<file path="src/rtl/single_macc_pkg.sv">
// Shared definitions for the single-MACC filter family: data width, accumulator
// sizing, FSM state encoding and saturation limits.
package single_macc_pkg;

    // Sample and coefficient width, signed Q1.17
    localparam int DATA_W = 18;

    typedef enum logic [1:0] {
        CLR,
        IDLE,
        MAC
    } state_t;

    // Full product plus enough guard bits to sum one phase without overflow
    function automatic int acc_width(input int data_w, input int taps_per_phase);
        return 2 * data_w + $clog2(taps_per_phase);
    endfunction

    // Largest positive value representable in a signed word of width w
    function automatic longint sat_max(input int w);
        return (64'sd1 <<< (w - 1)) - 64'sd1;
    endfunction

    // Most negative value representable in a signed word of width w
    function automatic longint sat_min(input int w);
        return -(64'sd1 <<< (w - 1));
    endfunction

endpackage

</file>
<file path="src/rtl/single_macc_unit.sv">
// Single multiply-accumulate datapath: registered multiply, accumulate with
// per-phase reload, then round/shift/saturate into an output register.
// Build option: SINGLE_MACC_INTERP_ROUND_EN selects round-half-up instead of
// truncation before saturation; latency is the same either way.
module single_macc_unit
    import single_macc_pkg::*;
#(
    parameter int DataW = DATA_W,
    parameter int AccW  = acc_width(DATA_W, 8)
) (
    input  logic                    i_clk,
    input  logic                    i_srst,
    input  logic signed [DataW-1:0] i_x,
    input  logic signed [DataW-1:0] i_h,
    input  logic                    i_vld,
    input  logic                    i_first,
    input  logic                    i_last,
    output logic signed [DataW-1:0] o_data,
    output logic                    o_valid
);

    localparam logic signed [AccW:0] W_HI = (AccW + 1)'(sat_max(DataW));
    localparam logic signed [AccW:0] W_LO = (AccW + 1)'(sat_min(DataW));
`ifdef SINGLE_MACC_INTERP_ROUND_EN
    localparam logic signed [AccW:0] W_RND = (AccW + 1)'(1) <<< (DataW - 2);
`endif

    logic signed [2*DataW-1:0] r_prod;
    logic                      r_prod_vld;
    logic                      r_prod_first;
    logic                      r_prod_last;
    logic signed [AccW-1:0]    r_acc;
    logic                      r_acc_done;
    logic signed [AccW-1:0]    w_prod_ext;
    logic signed [AccW:0]      w_biased;
    logic signed [AccW:0]      w_shifted;
    logic signed [DataW-1:0]   w_sat;

    assign w_prod_ext = AccW'(r_prod);

    // Multiply stage: one product per cycle, control flags travel alongside
    always_ff @(posedge i_clk) begin
        r_prod <= (2 * DataW)'(i_x) * (2 * DataW)'(i_h);
        if (i_srst) begin
            r_prod_vld   <= 1'b0;
            r_prod_first <= 1'b0;
            r_prod_last  <= 1'b0;
        end else begin
            r_prod_vld   <= i_vld;
            r_prod_first <= i_vld & i_first;
            r_prod_last  <= i_vld & i_last;
        end
    end

    // Accumulate stage: first product of a phase reloads, so phases run back-to-back
    always_ff @(posedge i_clk) begin
        if (i_srst) begin
            r_acc      <= '0;
            r_acc_done <= 1'b0;
        end else begin
            r_acc_done <= r_prod_vld & r_prod_last;
            if (r_prod_vld) begin
                r_acc <= r_prod_first ? w_prod_ext : r_acc + w_prod_ext;
            end
        end
    end

    // Scale Q2.34-plus-guard accumulator back to Q1.17 and clamp
    always_comb begin
`ifdef SINGLE_MACC_INTERP_ROUND_EN
        w_biased = {r_acc[AccW-1], r_acc} + W_RND;
`else
        w_biased = {r_acc[AccW-1], r_acc};
`endif
        w_shifted = w_biased >>> (DataW - 1);
        w_sat     = DataW'(w_shifted);
        if (w_shifted > W_HI) begin
            w_sat = DataW'(W_HI);
        end else if (w_shifted < W_LO) begin
            w_sat = DataW'(W_LO);
        end
    end

    // Output register: updates and pulses only when a phase sum completes
    always_ff @(posedge i_clk) begin
        if (i_srst) begin
            o_data  <= '0;
            o_valid <= 1'b0;
        end else begin
            o_valid <= r_acc_done;
            if (r_acc_done) begin
                o_data <= w_sat;
            end
        end
    end

endmodule

</file>
<file path="src/rtl/single_macc_interpolator.sv">
// Polyphase FIR interpolator built around one MAC: each accepted sample yields
// InterpolationK outputs, one per phase, each a TPP-tap dot product.
// Build option: SINGLE_MACC_INTERP_ROUND_EN (rounding in the MAC output stage).
module single_macc_interpolator
    import single_macc_pkg::*;
#(
    parameter int InterpolationK = 2,
    parameter int TapsNum        = 16,
    parameter int DataW          = DATA_W
) (
    input  logic                       Clk_i,
    input  logic                       Rst_i,
    input  logic [$clog2(TapsNum)-1:0] CoeffAddr_i,
    input  logic signed [DataW-1:0]    CoeffData_i,
    input  logic                       CoeffWr_i,
    input  logic signed [DataW-1:0]    Data_i,
    input  logic                       DataNd_i,
    output logic signed [DataW-1:0]    Data_o,
    output logic                       DataValid_o,
    output logic                       Busy_o,
    output logic                       Overrun_o
);

    localparam int TPP      = TapsNum / InterpolationK;
    localparam int PTR_W    = (TPP > 1) ? $clog2(TPP) : 1;
    localparam int PH_W     = (InterpolationK > 1) ? $clog2(InterpolationK) : 1;
    localparam int CA_W     = $clog2(TapsNum);
    localparam int ACC_W    = acc_width(DataW, TPP);
    localparam int CNT_W    = $clog2(TapsNum + 3);
    // Two extra cycles after the last issue cover the multiply and accumulate stages
    localparam logic [CNT_W-1:0] CNT_ISSUE = CNT_W'(TapsNum);
    localparam logic [CNT_W-1:0] CNT_LAST  = CNT_W'(TapsNum + 2);
    localparam logic [PTR_W-1:0] PTR_LAST  = PTR_W'(TPP - 1);
    localparam logic [CA_W-1:0]  K_C       = CA_W'(InterpolationK);

    state_t                  r_state;
    state_t                  w_state_next;
    logic [PTR_W-1:0]        r_wptr;
    logic [PTR_W-1:0]        r_clr_cnt;
    logic [PTR_W-1:0]        r_tap;
    logic [PH_W-1:0]         r_phase;
    logic [CNT_W-1:0]        r_cnt;
    logic signed [DataW-1:0] r_dline [TPP];
    logic signed [DataW-1:0] r_coef  [TapsNum];
    logic signed [DataW-1:0] r_x;
    logic signed [DataW-1:0] r_h;
    logic                    r_rd_vld;
    logic                    r_rd_first;
    logic                    r_rd_last;
    logic                    r_overrun;
    logic                    w_accept;
    logic                    w_issue;
    logic [PTR_W:0]          w_rd_sum;
    logic [PTR_W-1:0]        w_rd_addr;
    logic [CA_W-1:0]         w_coef_addr;

    assign w_accept  = (r_state == IDLE) && DataNd_i && !Rst_i;
    assign w_issue   = (r_state == MAC) && (r_cnt < CNT_ISSUE);
    assign Busy_o    = (r_state != IDLE);
    assign Overrun_o = r_overrun;

    // State register
    always_ff @(posedge Clk_i) begin
        if (Rst_i) begin
            r_state <= CLR;
        end else begin
            r_state <= w_state_next;
        end
    end

    // Next-state logic: clear the delay line, wait for a sample, run all phases
    always_comb begin
        w_state_next = r_state;
        unique case (r_state)
            CLR:     if (r_clr_cnt == PTR_LAST) w_state_next = IDLE;
            IDLE:    if (w_accept)              w_state_next = MAC;
            MAC:     if (r_cnt == CNT_LAST)     w_state_next = IDLE;
            default: w_state_next = CLR;
        endcase
    end

    // Pointer and tap/phase counters
    always_ff @(posedge Clk_i) begin
        if (Rst_i) begin
            r_wptr    <= '0;
            r_clr_cnt <= '0;
            r_tap     <= '0;
            r_phase   <= '0;
            r_cnt     <= '0;
        end else begin
            unique case (r_state)
                CLR: r_clr_cnt <= (r_clr_cnt == PTR_LAST) ? '0 : r_clr_cnt + 1'b1;
                IDLE: begin
                    if (w_accept) begin
                        r_wptr  <= (r_wptr == PTR_LAST) ? '0 : r_wptr + 1'b1;
                        r_tap   <= '0;
                        r_phase <= '0;
                        r_cnt   <= '0;
                    end
                end
                MAC: begin
                    r_cnt <= r_cnt + 1'b1;
                    if (w_issue) begin
                        if (r_tap == PTR_LAST) begin
                            r_tap   <= '0;
                            r_phase <= r_phase + 1'b1;
                        end else begin
                            r_tap <= r_tap + 1'b1;
                        end
                    end
                end
                default: ;
            endcase
        end
    end

    // Tap j of the current burst reads x[n-j]; the newest sample sits just behind r_wptr
    always_comb begin
        w_rd_sum  = {1'b0, r_wptr} + (PTR_W + 1)'(TPP - 1) - {1'b0, r_tap};
        w_rd_addr = PTR_W'(w_rd_sum);
        if (w_rd_sum >= (PTR_W + 1)'(TPP)) begin
            w_rd_addr = PTR_W'(w_rd_sum - (PTR_W + 1)'(TPP));
        end
        w_coef_addr = CA_W'(r_tap) * K_C + CA_W'(r_phase);
    end

    // Delay-line RAM: zero-fill while clearing, otherwise store accepted samples
    always_ff @(posedge Clk_i) begin
        if (r_state == CLR) begin
            r_dline[r_clr_cnt] <= '0;
        end else if (w_accept) begin
            r_dline[r_wptr] <= Data_i;
        end
        r_x <= r_dline[w_rd_addr];
    end

    // Coefficient RAM: writable at any time, never cleared by reset
    always_ff @(posedge Clk_i) begin
        if (CoeffWr_i) begin
            r_coef[CoeffAddr_i] <= CoeffData_i;
        end
        r_h <= r_coef[w_coef_addr];
    end

    // Flags aligned with the registered RAM reads
    always_ff @(posedge Clk_i) begin
        if (Rst_i) begin
            r_rd_vld   <= 1'b0;
            r_rd_first <= 1'b0;
            r_rd_last  <= 1'b0;
        end else begin
            r_rd_vld   <= w_issue;
            r_rd_first <= (r_tap == '0);
            r_rd_last  <= (r_tap == PTR_LAST);
        end
    end

    // Flag samples that arrive while the engine cannot take them
    always_ff @(posedge Clk_i) begin
        if (Rst_i) begin
            r_overrun <= 1'b0;
        end else begin
            r_overrun <= DataNd_i && (r_state != IDLE);
        end
    end

    single_macc_unit #(
        .DataW (DataW),
        .AccW  (ACC_W)
    ) u_macc (
        .i_clk   (Clk_i),
        .i_srst  (Rst_i),
        .i_x     (r_x),
        .i_h     (r_h),
        .i_vld   (r_rd_vld),
        .i_first (r_rd_first),
        .i_last  (r_rd_last),
        .o_data  (Data_o),
        .o_valid (DataValid_o)
    );

endmodule

</file>
<file path="config.mk">
export PLATFORM = sky130hd
export DESIGN_NAME = single_macc_interpolator
export DESIGN_NICKNAME = d
export VERILOG_FILES = /design/src/rtl/single_macc_pkg.sv /design/src/rtl/single_macc_unit.sv /design/src/rtl/single_macc_interpolator.sv
export SDC_FILE = /design/constraint.sdc
export NUM_CORES = 2
export LEC_CHECK = 0
export ABC_AREA = 1
export CAP_MARGIN = 20
export CORE_MARGIN = 1
export CORE_UTILIZATION = 30
export CTS_CLUSTER_SIZE = 30
export DETAILED_ROUTE_END_ITERATION = 16
export SETUP_SLACK_MARGIN = 0.05
export SLEW_MARGIN = 0
export SYNTH_ARGS = -nofsm -noshare
export SYNTH_HDL_FRONTEND = slang
export SYNTH_SLANG_ARGS = --single-unit
</file>
<file path="constraint.sdc">
create_clock -name Clk_i -period 7.3 [get_ports Clk_i]
set_clock_uncertainty 0.1 [all_clocks]
set_input_delay 1.825 -clock Clk_i [delete_from_list [all_inputs] [get_ports Clk_i]]
set_output_delay 1.825 -clock Clk_i [all_outputs]
set_load 0.02 [all_outputs]
</file>
## After elaboration in Yosys (flattened, before gate mapping)

Memory sizes are Yosys's and may differ from the RTL's. A register that Yosys moved wholly into a read port is not among the register bits.
Cells that the tools add are included.

- Add/subtract/negate cells: 10
- Multiply operators: 1
- $lt $le $gt $ge: 4
- Eq/ne operators: 12
- Multiplexer cells: 30
- Bitwise gates (word level): 3
- Reductions and logical operators: 14

Operators with widths:

| operator | number |
|---|---|
| 18-bit two-way mux | 3 |
| 39-bit by 36-bit adder with 39-bit output | 1 |
| 39-bit two-way mux | 1 |
| 18-bit by 18-bit multiplier with 36-bit output | 1 |
| 22-bit by 18-bit > comparator with 1-bit output (second input constant) | 1 |
| 22-bit by 18-bit less-than comparator with 1-bit output (second input constant) | 1 |
| 3-bit two-way mux | 7 |
| 18-bit OR reduction | 1 |
| 1-bit two-way mux | 11 |
| 5-bit case mux with 2 select lines | 1 |
| 3-bit by 1-bit adder with 3-bit output (second input constant) | 3 |
| 3-bit == test (second input constant) | 3 |
| 2-bit two-way mux | 3 |
| 2-bit by 1-bit inequality test with 1-bit output (second input constant) | 3 |
| 2-bit inequality test (second input constant) | 3 |
| 2-bit case mux with 3 select lines | 1 |
| 3-bit case mux with 2 select lines | 1 |
| 3-bit AND reduction | 2 |
| 5-bit by 1-bit adder with 5-bit output (second input constant) | 1 |
| 5-bit == test (second input constant) | 1 |
| 5-bit less-than comparator (second input constant) | 1 |
| 5-bit two-way mux | 1 |
| 3-bit by 3-bit adder with 4-bit output (second input constant) | 1 |
| 4-bit by 1-bit adder with 4-bit output | 1 |
| 15 further kinds | 21 |

- Bits in registers: 119
- Memory bits (writable): 432
- Bits of input ports: 44
- Memories kept: 2

Memories:

| memory | depth | bits a word | read ports | clocked after Yosys merged registers in | wr ports | line | RTL |
|---|---|---|---|---|---|---|---|
| r_coef | 16 | 18 | 1 | 1 | 1 | single_macc_interpolator.sv:44 | `logic signed [DataW-1:0] r_coef [TapsNum];` |
| r_dline | 8 | 18 | 1 | 1 | 1 | single_macc_interpolator.sv:43 | `logic signed [DataW-1:0] r_dline [TPP];` |

## Depth between registers and ports, before layout

- Word-level depth: 8
- Mapped depth: 28
- Gate-level depth less buffers: 26

## Cells and area by module

Synthesis repeated with hierarchy kept, for this count alone.

- Cells, all modules: 4446
- Area, all modules: 38768.4 µm²

By module, submodules not included:

| module | times used | cells each | area each (µm²) | seq. area each (µm²) |
|---|---|---|---|---|
| single_macc_interpolator | 1 | 1861 | 19981.7 | 14113.5 |
| single_macc_unit | 1 | 2585 | 18786.8 | 1961.9 |

## Worst setup path after synthesis

OpenSTA, ideal clock, no wires.

- Path type: register -> register
- Start point: reg r_h[4], read port of r_coef
- End point: reg u_macc.r_prod[30]
- Library setup time: 0.112 ns
- Arrival: 5.542 ns
- Data required time: 7.088 ns
- Setup slack: 1.546 ns
- Cell stages (with the launch flop): 21
- Buffers on the path: 2
- Clock period less this slack: 5.754 ns
- Cells stage by stage: dfxtp_1 -> clkbuf_1 -> clkbuf_1 -> nand2_1 -> fa_1 -> inv_1 -> fa_1 -> inv_1 -> fa_1 -> fa_1 -> fa_1 -> fa_1 -> inv_1 -> ha_1 -> a21oi_1 -> a21boi_0 -> o21ai_0 -> a21oi_1 -> nand2_1 -> nand2_1 -> nand2_1

- Cells in the longest elaborated chain, start to end: 1

RTL lines:

| what | line | RTL |
|---|---|---|
| start, declared | single_macc_interpolator.sv:46 | `logic signed [DataW-1:0] r_h;` |
| 18-bit by 18-bit multiplier with 36-bit output | single_macc_unit.sv:43 | `r_prod <= (2 * DataW)'(i_x) * (2 * DataW)'(i_h);` |
| end signal, assigned | single_macc_unit.sv:43 |  |
| end, declared | single_macc_unit.sv:28 | `logic signed [2*DataW-1:0] r_prod;` |

Every way passes these cells.
A chain may end at the register's enable or synchronous reset.

## Worst setup path in the final report

- Start point: reg r_h[3], read port of r_coef
- End point: reg u_macc.r_prod[30]

Same word-level chain as after synthesis.

==> flow_metrics.tcl <==
set metrics [dict create \
    cp_num_buf_inv 3 \
    post_cts_buffers 0 \
    worst_pin_slew_ns 1.12 \
    grtUsageMet3 0.0225 \
    start_util 0.304 \
    drv_slew 0 \
    io_buffers 64 \
    syn_area_per_cell_sq_um 9.34 \
    grt_max_degree 109 \
    wl_per_cell_microns 16.4 \
    r2r-start "r_h[3]" \
    grt_pass1_wl_microns 148000 \
    ys_warn_count 0 \
    status "finished with violations" \
    cts_buffers 59 \
    htreeDepth 2 \
    synth_nets 4548 \
    track_usage 0.148 \
    fmax_mhz 155 \
    dr.first_iter.drc_count 1894 \
    ios 65 \
    viasPerCell 4.61 \
    synth_area_sq_um 37700 \
    core_area_sq_um 124000 \
    slowest_delay_ns 0.81 \
    overflow 0 \
    rrSetupSlack_ns 0.86 \
    violations "DRC" \
    hold_violations 0 \
    grt_pass1_vias 26900 \
    holdWs_ns 0.311 \
    vias 26300 \
    layout_commonest_cell "inv_1" \
    max_slew_margin 0.253 \
    drt_first_pass_iters 11 \
    grt-busiest-layer "met2" \
    drive_above_1_share 0.0539 \
    antenna_found_initial 3 \
    ctsResizeCount 0 \
    fp.dieH_microns 356 \
    finalWeightedCongestion 0.901 \
    syn_to_final_growth_pct 11.6 \
    hold_buffers 0 \
    drv_cap 0 \
    fin_crit_sh 0.882 \
    cts.sinks 587 \
    layout_common_cells "798 x inv_1, 737 x nand2_1, 432 x edfxtp_1, 357 x nor2_1, 330 x fa_1" \
    seq_area_frac_synth 0.427 \
    synth-main-ff-cell "edfxtp_1" \
    rows 129 \
    root_buffer "clkbuf_16" \
    hpwl_microns 64500 \
    final.setup.tns_ns 0 \
    worst_path_most_repeated_cell "fa_1" \
    min-delay-start "r_rd_first" \
    ys_ff_latch 587 \
    cp-startpoint "r_h[3]" \
    synth-async-reset-ratio 0 \
    grt_util_met1 0.195 \
    placed_cells 5586 \
    clk_latency_ns 0.67 \
    critPathLaunchType "flop" \
    die_width_microns 356 \
    fp.dieArea_sq_um 127000 \
    synth-edff-count 432 \
    clk_pin_slew_ns 0.06 \
    crit_arrival_ns 6.83 \
    wl_microns 93300 \
    yosysUniqueCellTypes 47 \
    ant_nets 0 \
    clock_path_buffers 3 \
    hp-class "reg -> reg" \
    slowest_stage "fa_1" \
    use_met2 0.256 \
    drcViolationCount 6 \
    critPathRequiredTime_ns 7.69 \
    cts_tree "built" \
    finish.net_count 4527 \
    critPathMaxFanout 18 \
    rsz0062_at_grt "false" \
    crit_family "adder cells" \
    period_minus_slack_ns 6.44 \
    finalSetupViolCount 0 \
    synthesis.instances 4032 \
    worstSetupPathType "reg -> reg" \
    path_cells "nand2_1, fa_1, inv_1, fa_1, inv_1, fa_1, fa_1, fa_1, fa_1, inv_1, ha_1, a21oi_1, a21boi_0, o21ai_0, a21oi_1, nand2_1, nand2_1, nand2_1" \
    cp-end-kind "flop" \
    final_cells 5699 \
]
-- worst min-delay path: cells and delay by family (launching register included) --
kind | cells | cell delay [ns]
flops | 1 | 0.30
simple gates | 2 | 0.08
-- final timing paths --
path | end | depth (start not counted)
worst max-delay path | u_macc.r_prod[30] | 18
worst min-delay path | u_macc.r_prod_first | 2
worst max register to register | u_macc.r_prod[30] | 18
worst min register to register | u_macc.r_prod_first | 2
-- per-layer routing --
metal	routed length, microns	vias up
li1	-	12800
met1	41500	12800
met2	45100	572
met3	4890	119
met4	1790	6
met5	35	-
-- final cells by class --
| cell class | count | area (sq um) |
|---|---|---|
| repair buffers | 102 | 921 |
| inverters | 809 | 3040 |
| clock buffers | 81 | 1620 |
| well taps | 1637 | 2050 |
| clock inverters | 30 | 362 |
| flip-flops and latches | 587 | 16100 |
| diodes | 1 | 2.50 |
| fillers | 12600 | 82100 |
| multi-input cells | 2452 | 18000 |
-- Yosys cell counts (8+ instances only) --
master,number,area (sq um)
nor2_2,9,56.3
nor2_1,373,1400
dfxtp_1,155,3100
nand2_1,737,2770
buf_2,19,95.1
a21oi_1,170,851
edfxtp_1,432,13000
o21ai_0,272,1360
a31oi_1,20,125
nand4_1,18,113
o22ai_1,37,231
clkbuf_1,156,586
ha_1,141,1760
nor3_1,9,45.0
xnor2_1,22,193
o221ai_1,37,324
a21oi_2,8,70.1
o211ai_1,65,488
mux2i_1,18,180
fa_1,331,6630
o21bai_1,10,75.1
buf_1,8,30.0
xor2_1,32,280
inv_1,800,3000
nand3_1,70,350
nand2_2,22,138
-- state kept, by name (all words and copies together) (netlist names), 2 cells and up --
register	flops
r_coef	288
r_dline	144
u_macc.r_acc	39
u_macc.r_prod	36
r_h	18
r_x	18
u_macc.o_data	18
r_cnt	5
r_clr_cnt	3
r_tap	3
r_wptr	3
r_state	2
-- logic make-up (layout without fill, tap and decap cells) --
| kind of cell | Yosys count | in the layout | share of synthesized area |
|---|---|---|---|
| flops | 587 | 587 | 0.427 |
| simple gates | 1261 | 1261 | 0.134 |
| xor+xnor | 55 | 55 | 0.0130 |
| mux | 18 | 18 | 0.00478 |
| compound gates | 646 | 646 | 0.0988 |
| other cells | 0 | 1 | 0 |
| buf+inv | 993 | 1022 | 0.0997 |
| fa+ha+maj | 472 | 472 | 0.223 |
-- metrics by stage --
stage                     area [sq um]   util  setup slack, ns
final                            42000  0.339            0.863
after global routing             42000  0.339            0.335
after CTS                        42000  0.339            0.823
after detailed placement         40000  0.323            0.885
after global placement           40000  0.323            0.972
after floorplan                  37700      -             1.55
Power is left out: the tool's default activity adds up to more than one toggle a clock period on the data nets, which glitch-free logic cannot reach.
